## src/rtl/mux_scan_sequencer.sv

```systemverilog
// mux_scan_sequencer
//
// Purpose:
//   Drives the select lines of an external 4:1 mux, waits SETTLE_CYCLES clock
//   cycles per channel and captures the mux output into a 4-bit word. Bit n of
//   the word holds the sample taken while select n was applied. The finished
//   word is held with word_valid until the consumer acknowledges it.
//
// Parameters:
//   SETTLE_CYCLES  cycles each select value is held before sampling (1..15)
//
// Ports:
//   clk         in   sole clock, rising edge
//   reset       in   asynchronous, active-high reset
//   start       in   request to begin one 4-channel scan
//   busy        out  high while a scan runs or a result is held
//   S0          out  mux select LSB (registered)
//   S1          out  mux select MSB (registered)
//   mux_out     in   output of the downstream 4:1 mux
//   word        out  captured word, bit n = sample taken with select n
//   word_valid  out  word is complete and stable
//   word_ack    in   consumer accepts word (only honoured while holding)
//   parity      out  XOR of word[3:0], registered (only with the macro below)
//
// Configuration:
//   MUX_SCAN_PARITY_EN  when defined, adds the registered parity output.

module mux_scan_sequencer #(
  parameter int SETTLE_CYCLES = 1
) (
  input  logic       clk,
  input  logic       reset,
  input  logic       start,
  output logic       busy,
  output logic       S0,
  output logic       S1,
  input  logic       mux_out,
  output logic [3:0] word,
  output logic       word_valid,
  input  logic       word_ack
`ifdef MUX_SCAN_PARITY_EN
  ,
  output logic       parity
`endif
);

  typedef enum logic [1:0] {
    IDLE   = 2'd0,
    SETTLE = 2'd1,
    HOLD   = 2'd2
  } state_t;

  // Settle counter value on which the current channel is sampled.
  localparam logic [3:0] CNT_LAST = 4'(SETTLE_CYCLES - 1);

  state_t     state;
  state_t     state_nxt;
  logic [1:0] sel;
  logic [1:0] sel_nxt;
  logic [3:0] cnt;
  logic [3:0] cnt_nxt;
  logic [3:0] word_q;
  logic [3:0] word_nxt;
  logic       valid_q;
  logic       valid_nxt;
`ifdef MUX_SCAN_PARITY_EN
  logic       parity_q;
  logic       parity_nxt;
`endif

  // State register: FSM state plus the select, settle counter and captured
  // word. Everything clears asynchronously so a reset mid-scan can never leave
  // a partial word flagged valid.
  always_ff @(posedge clk or posedge reset) begin
    if (reset) begin
      state   <= IDLE;
      sel     <= 2'd0;
      cnt     <= 4'd0;
      word_q  <= 4'd0;
      valid_q <= 1'b0;
`ifdef MUX_SCAN_PARITY_EN
      parity_q <= 1'b0;
`endif
    end else begin
      state   <= state_nxt;
      sel     <= sel_nxt;
      cnt     <= cnt_nxt;
      word_q  <= word_nxt;
      valid_q <= valid_nxt;
`ifdef MUX_SCAN_PARITY_EN
      parity_q <= parity_nxt;
`endif
    end
  end

  // Next-state logic. A new scan always restarts from select 0 with a cleared
  // word; leaving HOLD returns the select to 0 so the mux lines rest at 00
  // while idle. start is only honoured in IDLE or together with an ack in
  // HOLD, which lets back-to-back scans run without an idle cycle.
  always_comb begin
    state_nxt = state;
    sel_nxt   = sel;
    cnt_nxt   = cnt;
    word_nxt  = word_q;
    valid_nxt = valid_q;
`ifdef MUX_SCAN_PARITY_EN
    parity_nxt = parity_q;
`endif
    case (state)
      IDLE: begin
        if (start) begin
          state_nxt = SETTLE;
          sel_nxt   = 2'd0;
          cnt_nxt   = 4'd0;
          word_nxt  = 4'd0;
          valid_nxt = 1'b0;
`ifdef MUX_SCAN_PARITY_EN
          parity_nxt = 1'b0;
`endif
        end
      end
      SETTLE: begin
        if (cnt == CNT_LAST) begin
          word_nxt[sel] = mux_out;
          cnt_nxt       = 4'd0;
          if (sel == 2'd3) begin
            state_nxt = HOLD;
            valid_nxt = 1'b1;
`ifdef MUX_SCAN_PARITY_EN
            // The last bit is being captured on this edge, so fold it in
            // directly rather than reading the not-yet-updated register.
            parity_nxt = ^{mux_out, word_q[2:0]};
`endif
          end else begin
            sel_nxt = sel + 2'd1;
          end
        end else begin
          cnt_nxt = cnt + 4'd1;
        end
      end
      HOLD: begin
        if (word_ack) begin
          valid_nxt = 1'b0;
          sel_nxt   = 2'd0;
          cnt_nxt   = 4'd0;
          if (start) begin
            state_nxt = SETTLE;
            word_nxt  = 4'd0;
`ifdef MUX_SCAN_PARITY_EN
            parity_nxt = 1'b0;
`endif
          end else begin
            state_nxt = IDLE;
          end
        end
      end
      default: begin
        state_nxt = IDLE;
        sel_nxt   = 2'd0;
        cnt_nxt   = 4'd0;
        word_nxt  = 4'd0;
        valid_nxt = 1'b0;
`ifdef MUX_SCAN_PARITY_EN
        parity_nxt = 1'b0;
`endif
      end
    endcase
  end

  // Outputs come straight from registers, so the mux selects have no
  // combinational path from any input.
  always_comb begin
    busy       = (state != IDLE);
    S0         = sel[0];
    S1         = sel[1];
    word       = word_q;
    word_valid = valid_q;
`ifdef MUX_SCAN_PARITY_EN
    parity     = parity_q;
`endif
  end

endmodule

```

## config.mk

```make
export PLATFORM = sky130hd
export DESIGN_NAME = mux_scan_sequencer
export DESIGN_NICKNAME = d
export VERILOG_FILES = /design/src/rtl/mux_scan_sequencer.sv
export SDC_FILE = /design/constraint.sdc
export NUM_CORES = 1
export LEC_CHECK = 0
export BUFFER_PORTS_ARGS = -buffer_cell sky130_fd_sc_hd__buf_2
export CORE_MARGIN = 1.5
export CORE_UTILIZATION = 53
export CTS_CLUSTER_SIZE = 25
export DETAILED_ROUTE_END_ITERATION = 8
export PLACE_DENSITY_LB_ADDON = 0.25
export SLEW_MARGIN = 20
export SYNTH_ARGS = -nofsm -noshare
export SYNTH_HDL_FRONTEND = slang
export SYNTH_SLANG_ARGS = --single-unit
```

## constraint.sdc

```tcl
create_clock -name clk -period 2 [get_ports clk]
set_clock_uncertainty 0.1 [all_clocks]
set_input_delay 0.1 -clock clk [delete_from_list [all_inputs] [get_ports clk]]
set_output_delay 0.1 -clock clk [all_outputs]
set_load 0.1 [all_outputs]
```

==> metrics.csv <==
stage,metric,value,unit
placed_design,hpwl,1190,um
global_routing,grt_max_degree,13,
cts,cts_buffers,3,
die,die_x,41.0,um
yosys,syn_avg_cell_area,10.3,um2
sta,drv_slew,0,
setup_path,cp.required,2.07,ns
cts,clk_path_buf_depth,2,
yosys,syn_nets,85,
yosys,synth_fa_ha_area_frac,0.0980,
yosys,synth_compound_area_frac,0.203,
detailed_routing,routed_via_density,6.08,
placed_design,place.gp.congestion,0.781,
sta,period_needed,1.65,ns
global_routing,overflow,0,
status,status,finished clean,
die,pin_count,13,
setup_path,startpoint_type,flop,
layout,drive_above_1_share,0.295,
cts,cts_sinks,12,
global_routing,antenna_found_initial,0,
detailed_routing,wl_per_cell,15.1,um
sta,finalSetupViolCount,0,
layout,fillCellCount,99,
setup_path,cpMaxStageDelayCell,dfrtp_1,
cts,root_buffer,clkbuf_4,
cts,htree_levels,1,
yosys,synth_top_family_by_area,simple AND/OR/NAND/NOR gates,
job,drv_cap,0,
sta,max-slew-margin-rel,0.677,
setup_path,path_class,flop to flop,
layout,area_growth,13.9,%
detailed_routing,route.detailed.drc,0,
sta,hold_viol_final,0,
global_routing,grt.total_usage,0.227,
yosys,synth_mux_area_frac,0.0147,
placed_design,place.port_buffers,12,
die,core,0.00132,mm2
die,die_y,41.0,um
yosys,synth-seq-area-share,0.392,
detailed_routing,routed_wl,1560,um
yosys,synth_xor_area_frac,0.0114,
cts,cts_tree,built,
setup_path,cp.arrival,1.71,ns
sta,rsz0062_at_grt,no,
yosys,synth_simple_gate_area_frac,0.222,
detailed_routing,vias,626,
min_path,hold_path.class,input port to flop,
yosys,yosysWarnings,0,
cts,cts-resized-gates,0,
sta,max_freq,607,MHz
setup_path,endpoint_kind,flop,
sta,fin_tns_setup,0,ns
cts,cts.clk_slew.worst_paths,0.07,ns
sta,tightestPinTransition,0.488,ns
layout,layout_commonest_cell,buf_2,
layout,nets,101,
yosys,synthCells,74,
setup_path,crit_chain,"inv_1, ha_1, nor4b_4, o22ai_1, a32o_1",
setup_path,worstPathMaxFanout,7,
layout,layout_common_cells,"12 x buf_2, 10 x dfrtp_1, 8 x inv_1",
detailed_routing,drt_iter0_markers,20,
global_routing,grt_pass1_vias,561,
global_routing,grt_pass1_wl,2390,um
setup_path,max_stage_delay,0.43,ns
layout,antennaDiodeCount,0,
detailed_routing,drt_first_pass_iters,4,
sta,fin_crit_sh,0.823,
die,die_area,0.00168,mm2
yosys,ys_types,25,
die,rows,13,
detailed_routing,drtAntennaViolNets,0,
cts,clkLatencyLatePin,0.27,ns
yosys,synth-seq-cells,12,
yosys,syn_area,766,um2
die,start_util,0.581,
-- metal layers --
layer | vias up | share of wire | wire length [um] | global-route usage
li1 | 299 | - | - | -
met1 | 298 | 0.45 | 708 | 0.265
met2 | 23 | 0.47 | 728 | 0.367
met3 | 6 | 0.055 | 85 | 0.0652
met4 | 0 | 0.022 | 35 | 0.125
met5 | - | 0 | 0 | 0
-- repair_timing --
| action | 4_1_cts | 5_1_grt |
|---|---|---|
| hold buffers | 1 | 0 |
| hold endpoints to repair | 12 | 0 |
| setup buffers | 0 | 0 |
-- synth_stat cells --
cell,number,area share
dfrtp_1,12,0.39
nor2_2,1,0.0082
a21o_1,2,0.020
a211oi_1,1,0.0098
or2_2,1,0.0082
nor4b_4,1,0.031
nand2_1,6,0.029
a2111oi_2,1,0.020
nand2b_1,3,0.025
a32o_1,2,0.026
nor2_1,2,0.0098
mux2_2,1,0.015
inv_1,8,0.039
and3b_1,1,0.011
o211ai_1,7,0.069
nor2b_1,2,0.016
nand3_1,3,0.020
o22ai_1,3,0.025
a22o_1,3,0.034
ha_1,6,0.098
clkbuf_2,1,0.0065
nand4bb_1,1,0.015
and4bb_2,3,0.049
xnor2_1,1,0.011
buf_2,2,0.013
-- per-stage QoR --
step	hold WS (ns)	area (um2)	setup slack (ns)	std cells	utilization
2_1_floorplan	-0.135	768	0.128	74	-
6_report	0.0258	872	0.354	103	0.662
4_1_cts	0.0196	872	0.348	103	0.662
5_1_grt	0.0328	872	0.262	103	0.662
3_3_place_gp	0.0251	840	0.449	99	0.637
3_5_place_dp	0.0304	840	0.365	99	0.637
-- sequential cells by signal, summed over array words and instances (netlist names) --
name and flops:
state 1, word 4, sel 2, cnt 4, word_valid 1
-- cell families (layout without fill, tap and decap cells) --
logic type	Yosys count	count (layout)
DFF	12	12
muxes	1	1
and+or+nand+nor	24	24
adders and majority gates	6	6
xor gates and xnor gates	1	1
AOI/OAI and AO/OA	19	19
buffers and inverters	11	25
-- final cells by class --
class	count	area, um2	area share
clock buffer	3	22.5	0.0258
inverter	8	30.0	0.0344
multi-input combinational	51	420	0.482
sequential	12	303	0.347
tap	15	18.8	0.0215
timing repair buffer	14	77.6	0.0890
-- path summary, 6_finish.rpt --
kind | startpoint | end | slack (ns) | cells after the start
worst max-delay path | cnt[0]$_DFFE_PP0P_ | sel[1]$_DFFE_PP0P_ | 0.35 | 5
max in group asynchronous | reset | sel[0]$_DFFE_PP0P_ | 1.19 | 3
min in group asynchronous | reset | word[3]$_DFFE_PP0P_ | 0.27 | 3
worst min register to register | cnt[1]$_DFFE_PP0P_ | cnt[1]$_DFFE_PP0P_ | 0.46 | 1
worst max register to register | cnt[0]$_DFFE_PP0P_ | sel[1]$_DFFE_PP0P_ | 0.35 | 5
worst min-delay path | start | state[0]$_DFFE_PP0P_ | 0.03 | 2
-- critical path, delay by kind of cell, from the launching register on --
family	cells	cell delay (ns)
AND/OR/NAND/NOR	1	0.28
adder cells (fa/ha/maj)	1	0.27
buffers and inverters	1	0.08
AO/OA/AOI/OAI	2	0.38
flip-flops	1	0.43
Power is left out: the tool's default activity adds up to more than one toggle a clock period on the data nets, which glitch-free logic cannot reach.
